## config.mk

```make
export PLATFORM = sky130hd
export DESIGN_NAME = wide_adder_seq_flat
export DESIGN_NICKNAME = d
export VERILOG_FILES = /design/src/rtl/wide_adder_seq_if.sv /design/src/rtl/wide_adder_seq.sv /design/src/flat_wrapper.sv
export SDC_FILE = /design/constraint.sdc
export NUM_CORES = 1
export LEC_CHECK = 0
export CELL_PAD_IN_SITES_DETAIL_PLACEMENT = 0
export CELL_PAD_IN_SITES_GLOBAL_PLACEMENT = 1
export CORE_AREA = 10 10 156 158
export DETAILED_ROUTE_END_ITERATION = 10
export DIE_AREA = 0 0 166 168
export GPL_ROUTABILITY_DRIVEN = 0
export PLACE_DENSITY = 0.84
export SLEW_MARGIN = 30
export SYNTH_ARGS = -nofsm -noshare
export SYNTH_HDL_FRONTEND = slang
export SYNTH_SLANG_ARGS = --single-unit
```

## constraint.sdc

```tcl
create_clock -name clk -period 11.4 [get_ports clk]
set_clock_uncertainty 0.2 [all_clocks]
set_input_delay 1.14 -clock clk [delete_from_list [all_inputs] [get_ports clk]]
set_output_delay 1.14 -clock clk [all_outputs]
set_load 0.1 [all_outputs]
```

## src/rtl/wide_adder_seq_if.sv

```systemverilog
// Operand request and result handshake bundle for wide_adder_seq.
// The master side is the operand source and the result consumer.
interface wide_adder_seq_if #(
  parameter int WORDS = 4
);
  localparam int W = 16 * WORDS;

  logic         in_valid;
  logic         in_ready;
  logic [W-1:0] a;
  logic [W-1:0] b;
  logic         c_in;
  logic         sub;
  logic         out_valid;
  logic         out_ready;
  logic [W-1:0] sum;
  logic         c_out;
  logic         overflow;

  modport master (
    output in_valid, a, b, c_in, sub, out_ready,
    input  in_ready, out_valid, sum, c_out, overflow
  );

  modport slave (
    input  in_valid, a, b, c_in, sub, out_ready,
    output in_ready, out_valid, sum, c_out, overflow
  );
endinterface

```

## src/rtl/wide_adder_seq.sv

```systemverilog
// Multi-cycle WORDS x 16-bit adder/subtractor chaining a
// 16-bit Kogge-Stone prefix adder through a carry register.
module prefix_adder_16 (
  input  logic [15:0] a,
  input  logic [15:0] b,
  input  logic        c_in,
  output logic [15:0] sum,
  output logic        c_out
);
  logic [15:0] p0;
  logic [15:0] gv;
  logic [15:0] pv;
  logic [15:0] gn;
  logic [15:0] pn;
  logic [16:0] c;

  // c_in is folded into bit 0 generate so G[i:0] is carry i+1
  always_comb begin
    p0 = a ^ b;
    gv = a & b;
    gv[0] = gv[0] | (p0[0] & c_in);
    pv = p0;
    gn = '0;
    pn = '0;
    for (int lv = 0; lv < 4; lv++) begin
      gn = gv;
      pn = pv;
      for (int i = (1 << lv); i < 16; i++) begin
        gn[i] = gv[i] | (pv[i] & gv[i - (1 << lv)]);
        pn[i] = pv[i] & pv[i - (1 << lv)];
      end
      gv = gn;
      pv = pn;
    end
    c = {gv, c_in};
    sum = p0 ^ c[15:0];
    c_out = c[16];
  end
endmodule

module wide_adder_seq #(
  parameter int WORDS = 4
) (
  input  logic             clk,
  input  logic             rst_n,
  wide_adder_seq_if.slave  io
);
  localparam int W  = 16 * WORDS;
  localparam int IW = $clog2(WORDS);

  typedef enum logic [1:0] {
    IDLE,
    BUSY,
    DONE
  } state_t;

  state_t         state_q;
  state_t         state_d;
  logic [W-1:0]   a_q;
  logic [W-1:0]   bm_q;
  logic [W-1:0]   sum_q;
  logic           cy_q;
  logic           ov_q;
  logic [IW-1:0]  idx_q;
  logic           accept;
  logic           last;
  logic [15:0]    ca;
  logic [15:0]    cb;
  logic [15:0]    ps;
  logic           pco;

  assign io.in_ready = (state_q == IDLE) |
                       ((state_q == DONE) & io.out_ready);
  assign accept      = io.in_valid & io.in_ready;
  assign last        = (idx_q == IW'(WORDS - 1));

  assign ca = a_q[16*idx_q +: 16];
  assign cb = bm_q[16*idx_q +: 16];

  prefix_adder_16 u_pa (
    .a     (ca),
    .b     (cb),
    .c_in  (cy_q),
    .sum   (ps),
    .c_out (pco)
  );

  always_ff @(posedge clk or negedge rst_n) begin
    if (!rst_n) state_q <= IDLE;
    else        state_q <= state_d;
  end

  always_comb begin
    state_d = state_q;
    unique case (state_q)
      IDLE: if (accept) state_d = BUSY;
      BUSY: if (last) state_d = DONE;
      DONE: if (io.out_ready)
              state_d = accept ? BUSY : IDLE;
      default: state_d = IDLE;
    endcase
  end

  always_ff @(posedge clk or negedge rst_n) begin
    if (!rst_n) begin
      a_q   <= '0;
      bm_q  <= '0;
      sum_q <= '0;
      cy_q  <= 1'b0;
      ov_q  <= 1'b0;
      idx_q <= '0;
    end else if (accept) begin
      a_q   <= io.a;
      bm_q  <= io.sub ? ~io.b : io.b;
      cy_q  <= io.sub | io.c_in;
      idx_q <= '0;
    end else if (state_q == BUSY) begin
      sum_q[16*idx_q +: 16] <= ps;
      cy_q  <= pco;
      idx_q <= last ? '0 : idx_q + 1'b1;
      if (last)
        ov_q <= a_q[W-1] ^ bm_q[W-1] ^ ps[15] ^ pco;
    end
  end

  assign io.out_valid = (state_q == DONE);
  assign io.sum       = sum_q;
  assign io.c_out     = cy_q;
  assign io.overflow  = ov_q;
endmodule

```

## src/flat_wrapper.sv

```systemverilog
// flat-port wrapper written by rule: the top's interface ports become plain ports
module wide_adder_seq_flat 
#(
  parameter int WORDS = 4
)
  (clk, rst_n, io_in_valid, io_a, io_b, io_c_in, io_sub, io_out_ready, io_in_ready, io_out_valid, io_sum, io_c_out, io_overflow);
  wide_adder_seq_if #(.WORDS(WORDS)) io_i ();
  input  logic clk;
  input  logic rst_n;
  input wire logic [$bits(io_i.in_valid)-1:0] io_in_valid;
  input wire logic [$bits(io_i.a)-1:0] io_a;
  input wire logic [$bits(io_i.b)-1:0] io_b;
  input wire logic [$bits(io_i.c_in)-1:0] io_c_in;
  input wire logic [$bits(io_i.sub)-1:0] io_sub;
  input wire logic [$bits(io_i.out_ready)-1:0] io_out_ready;
  output wire logic [$bits(io_i.in_ready)-1:0] io_in_ready;
  output wire logic [$bits(io_i.out_valid)-1:0] io_out_valid;
  output wire logic [$bits(io_i.sum)-1:0] io_sum;
  output wire logic [$bits(io_i.c_out)-1:0] io_c_out;
  output wire logic [$bits(io_i.overflow)-1:0] io_overflow;
  assign io_i.in_valid = io_in_valid;
  assign io_i.a = io_a;
  assign io_i.b = io_b;
  assign io_i.c_in = io_c_in;
  assign io_i.sub = io_sub;
  assign io_i.out_ready = io_out_ready;
  assign io_in_ready = io_i.in_ready;
  assign io_out_valid = io_i.out_valid;
  assign io_sum = io_i.sum;
  assign io_c_out = io_i.c_out;
  assign io_overflow = io_i.overflow;
  wide_adder_seq #(.WORDS(WORDS)) u_core (.clk(clk), .rst_n(rst_n), .io(io_i));
endmodule
```

---- After elaboration in Yosys (flattened, before gate mapping) ----
Index checks and enable logic that the tools add are counted.
word-level totals
  bits in registers ....................... 198
  bits in latches ......................... 0
  RAM bits ................................ 0
  memory bits (read-only) ................. 0
  input bits .............................. 134
  output and inout bits ................... 68
  word-level logic and storage cells ...... 182
  memories ................................ 0
cells by class
  add/subtract/negate cells ............... 2
  multiply operators ...................... 0
  divide/modulo/power cells ............... 0
  $lt $le $gt $ge ......................... 0
  eq/ne operators ......................... 6
  shifts and indexed selects .............. 4
  muxes and demuxes ....................... 12
  bitwise operators ....................... 146
  reduce and logical (&&, ||, !) cells .... 5
operator list
  kind                                                                      count
  64-bit by 7-bit variable part select with 16-bit output                   2
  1-bit bitwise AND                                                         86
  64-bit bitwise mux                                                        1
  64-bit two-way mux                                                        1
  64-bit NOT                                                                1
  16-bit by 34-bit variable shift with 64-bit output, first input constant  1
  16-bit by 34-bit variable part select with 64-bit output                  1
  1-bit bitwise OR                                                          52
  6-bit negator with 34-bit output                                          1
  16-bit XOR                                                                2
  16-bit bitwise AND                                                        1
  2-bit two-way mux                                                         6
  2-bit case mux with 3 select lines                                        1
  3-bit AND reduction                                                       2
  2-bit == test, second input constant                                      2
  2-bit by 1-bit != test with 1-bit output, second input constant           2
  1-bit two-way mux                                                         3
  1-bit XOR                                                                 3
  2-bit by 1-bit adder with 2-bit output, second input constant             1
  2-bit by 1-bit == test with 1-bit output, second input constant           1
  2-bit logical NOT                                                         1
  2-bit != test, second input constant                                      1
  2-bit AND reduction                                                       1
  2-bit nonzero test                                                        1
  1-bit NOT                                                                 1

---- Logic depth before layout (Yosys ltp) ----
  depth in word-level cells ............... 14
  gate-level depth with buffers ........... 12
  gate-level depth less buffers ........... 10

---- Hierarchy ----
From an unflattened synthesis, not the netlist that was laid out.
second synthesis, totals
  cell total of the unflattened synthesis .. 681
  area total of the unflattened synthesis .. 9650.5 um^2
by module, submodules not included
  module           instances  cells each  area each (um^2)  seq. area each (um^2)
  wide_adder_seq   1          567         8819.7            4954.8
  prefix_adder_16  1          114         830.8             0.0

---- Worst setup path before layout ----
Ideal clock, no wire load.
  kind .................................... input to register
  start ................................... input port io_out_ready
  end ..................................... register u_core.a_q[0]
  setup time .............................. 125 ps
  data arrival time ....................... 3805 ps
  required time ........................... 11075 ps
  path slack .............................. 7270 ps
  stages .................................. 6
  cells stage by stage .................... nand2b_1 -> nor2b_1 -> and2_1 -> clkbuf_1 -> clkbuf_1 -> mux2_2
on the way
  cells in the longest elaborated chain, start to end .. 3
ends and longest elaborated chain
  element               line                   text
  start, declared       flat_wrapper.sv:15     input wire logic [$bits(io_i.out_ready)-1:0] io_out_ready;
  1-bit bitwise AND     wide_adder_seq.sv:73   ((state_q == DONE) & io.out_ready);
  1-bit bitwise OR      wide_adder_seq.sv:72   assign io.in_ready = (state_q == IDLE) |
  net io_in_ready       flat_wrapper.sv:16     output wire logic [$bits(io_i.in_ready)-1:0] io_in_ready;
  1-bit bitwise AND     wide_adder_seq.sv:74   assign accept = io.in_valid & io.in_ready;
  end signal, assigned  wide_adder_seq.sv:113  a_q <= io.a;
  end, declared         wide_adder_seq.sv:59   logic [W-1:0] a_q;
The timed path passes the listed nets, and every way through them passes these cells.
A chain may end at the register's enable or synchronous reset.

---- Worst setup path after layout ----
  start ................................... register u_core.idx_q[1]
  end ..................................... register u_core.sum_q[46], in the netlist u_core.io.sum[46]
on the way
  cells in the longest elaborated chain, start to end .. 13
  elaborated cells on any way between the ends .. 132
ends and longest elaborated chain
  element                                                                            line                                        text
  start, declared                                                                    wide_adder_seq.sv:64                        logic [IW-1:0] idx_q;
  start signal, assigned                                                             wide_adder_seq.sv:120                       idx_q <= last ? '0 : idx_q + 1'b1;
  64-bit by 7-bit variable part select with 16-bit output, on equally long branches  wide_adder_seq.sv:77, wide_adder_seq.sv:78
  16-bit XOR                                                                         wide_adder_seq.sv:19                        p0 = a ^ b;
  1-bit bitwise AND                                                                  wide_adder_seq.sv:21                        gv[0] = gv[0] | (p0[0] & c_in);
  1-bit bitwise OR                                                                   wide_adder_seq.sv:21
  1-bit bitwise AND                                                                  wide_adder_seq.sv:29                        gn[i] = gv[i] | (pv[i] & gv[i - (1 << lv)]);
  1-bit bitwise OR                                                                   wide_adder_seq.sv:29
  1-bit bitwise AND                                                                  wide_adder_seq.sv:29
  1-bit bitwise OR                                                                   wide_adder_seq.sv:29
  1-bit bitwise AND                                                                  wide_adder_seq.sv:29
  1-bit bitwise OR                                                                   wide_adder_seq.sv:29
  16-bit XOR                                                                         wide_adder_seq.sv:36                        sum = p0 ^ c[15:0];
  16-bit by 34-bit variable part select with 64-bit output                           wide_adder_seq.sv:118                       sum_q[16*idx_q +: 16] <= ps;
  64-bit bitwise mux (*)                                                             wide_adder_seq.sv:118
  end signal, assigned by index                                                      wide_adder_seq.sv:118
  end, declared                                                                      wide_adder_seq.sv:61                        logic [W-1:0] sum_q;
Mark *: on every way between the ends. The rest lies on a longest branch, timed or not.

==> impl_metrics.json <==
{
  "yosysTopAreaCellShare_pct": 53.6,
  "startpoint_type": "flop",
  "ys_async_sr_fraction_pct": 100,
  "ys_types": 40,
  "cts_root_buffer": "clkbuf_16",
  "antenna_found_initial": 0,
  "finalCriticalPeriod_ps": 4510,
  "grt_usage_pct": 16.6,
  "drc": 0,
  "ctsResizeCount": 0,
  "fmax_mhz": 222,
  "slew_headroom_pct": 31.0,
  "tns_ps": 0,
  "synth.cell_area_um2": 9240,
  "postSynthAreaPerCell_um2": 12.7,
  "cts.path.max_buffers": 2,
  "nNetsFinal": 1070,
  "clk_pin_slew_ps": 70,
  "drt_pass1_iterations": 4,
  "grt_pass1_wl_um": 37500,
  "portBuffers": 201,
  "core_um2": 21400,
  "chipWidth_um": 166,
  "synthAdderAreaFrac_pct": 3.28,
  "synth_cells": 729,
  "ys_warn_count": 0,
  "timing_hold_violations_final": 0,
  "grt_pass1_vias": 6659,
  "wirelength_um": 23100,
  "synth_xor_xnor_area_share_pct": 7.83,
  "critical_path_class": "reg -> reg",
  "grt_max_degree": 122,
  "setup_viol": 0,
  "synthToLayoutAreaGrowth_pct": 31.1,
  "maxSlewViolCount": 0,
  "dr.first_iter.drc_count": 371,
  "wire_per_inst_um": 19.2,
  "critPathCaptureType": "flop",
  "synthTopCellsByArea": "dfrtp_1 54%, mux2_2 7.8%, mux4_2 7.8%, xnor2_1 7.1%, a22o_1 5.7%",
  "ys_ff_latch": 198,
  "rsz0062_at_grt": "false",
  "synth_common_cells": "198 x dfrtp_1, 75 x a21oi_1, 75 x xnor2_1, 69 x nor2_1, 64 x mux2_2",
  "die_h_um": 168,
  "synth_compound_area_share_pct": 12.3,
  "io_pins": 202,
  "synth_top_family_by_area": "multiplexers",
  "fp-row-count": 54,
  "worstMarginPinSlew_ps": 1030,
  "drive_gt1_share_pct": 15.8,
  "hpwl_um": 17200,
  "post_cts_buffers": 0,
  "muxShareOfSynthArea_pct": 15.6,
  "cts_tree": "done",
  "viasPerCell": 5.27,
  "hp-class": "reg -> reg",
  "cts_max_level": 4,
  "cp_data_arrival_time_ps": 4670,
  "die-area_um2": 27900,
  "synth-main-ff-cell": "dfrtp_1",
  "yosysMostFrequentCell": "dfrtp_1",
  "antenna_cells": 0,
  "cts.sink_count": 198,
  "hold_buffers": 0,
  "synth_top_cell_by_area": "dfrtp_1",
  "drv_cap": 0,
  "crit_fanout": 20,
  "required_ps": 11560,
  "yosys.area_share.simple_pct": 4.97,
  "synth_edf_count": 0,
  "fin_crit_sh_pct": 39.6,
  "vias": 6351,
  "antenna_left": 0,
  "status": "complete, no violations",
  "cts_buffers": 17,
  "yosysSeqAreaShare_pct": 53.6,
  "reg2reg_depth": 11,
  "grt-ovfl-total": 0,
  "hold_depth": 2,
  "clk-insertion-delay-late_ps": 430,
  "syn-num-nets": 886,
  "initial_core_util_pct": 43.1
}
[registers in the layout (all words and copies together), names as in the netlist]
register / flops
u_core.a_q: 64
u_core.bm_q: 64
u_core.io.sum: 64
u_core.idx_q: 2
u_core.state_q: 2
u_core.io.c_out: 1
u_core.io.overflow: 1
[per-layer routing]
metal  GRT usage (%)  up-vias  part of all wire (%)  wire length [um]
met5               0        -                     0                 0
met4            4.16        0                  0.96               222
met3            4.61       19                   7.0              1630
met2            25.1      186                    45             10500
met1            23.0     3170                    47             10800
li1                -     2976                     -                 -
[metrics by stage]
step | hold slack [ps] | std cells | setup WS, ps | utilization (%) | instance area, um^2
2_1_floorplan | 275 | 729 | 7270 | - | 9240
3_3_place_gp | 264 | 1173 | 6800 | 53.7 | 11500
3_5_place_dp | 277 | 1173 | 6760 | 53.7 | 11500
4_1_cts | 292 | 1204 | 6840 | 56.4 | 12100
5_1_grt | 318 | 1205 | 6610 | 56.5 | 12100
6_report | 291 | 1205 | 6890 | 56.5 | 12100
[cell usage in the layout, fill, tap and decap left out, types with 2 or more instances in the layout]
master	synthesis	layout
nor2_1	69	69
a21oi_1	75	75
nand3_1	2	2
clkbuf_16	0	17
inv_1	10	10
dfrtp_2	0	2
clkdlybuf4s50_1	0	198
o211ai_1	2	2
mux4_2	32	32
inv_6	0	2
a22o_1	60	60
fa_1	2	2
nand2_1	21	21
clkinv_4	0	3
nor2b_1	4	4
buf_6	0	2
nor3_1	3	2
o21a_1	2	2
buf_4	0	8
mux2_2	64	64
clkinvlp_4	0	2
o21ai_0	10	10
bufinv_16	0	2
o21bai_1	2	2
ha_1	21	21
xor2_1	5	5
dfrtp_1	198	196
xnor2_1	75	75
clkbuf_1	28	3
nand2b_1	3	3
o21ai_1	2	2
a21o_1	6	6
[worst max-delay path, stage by stage (launching register included)]
cell and delay [ps]:
dfrtp_2 680, buf_4 380, mux4_2 410, fa_1 430, fa_1 430, a21o_1 230
a221oi_2 430, nor3b_1 120, a211oi_1 460, o21ai_1 160, xnor2_1 320, a22o_1 190
[cell type report]
| type | instances | area [um^2] |
|---|---|---|
| multi-input cells | 475 | 4080 |
| well taps | 280 | 350 |
| inverters | 10 | 37.5 |
| clock inverters | 10 | 124 |
| clock buffers | 21 | 450 |
| fillers | 1813 | 9310 |
| repair buffers | 211 | 2110 |
| flip-flops and latches | 198 | 4960 |
[worst paths after layout]
path                                        start           endpoint  slack, ps
max in group asynchronous                   rst_n    u_core.idx_q[1]       9120
worst min-delay path            u_core.io.sum[50]  u_core.io.sum[50]        290
min in group asynchronous                   rst_n    u_core.bm_q[59]        410
worst max-delay path              u_core.idx_q[1]  u_core.io.sum[46]       6890
worst min register to register  u_core.io.sum[50]  u_core.io.sum[50]        290
worst max register to register    u_core.idx_q[1]  u_core.io.sum[46]       6890
[logic make-up after synthesis]
family | count (synthesis)
AND/OR/NAND/NOR | 108
AO/OA/AOI/OAI | 167
XOR/XNOR | 81
multiplexers | 96
buffers and inverters | 56
adder cells (fa/ha/maj) | 23
flip-flops | 198
Power is not shown: default switching activity piles up to over one toggle a cycle in this logic, so the estimate is an artifact.
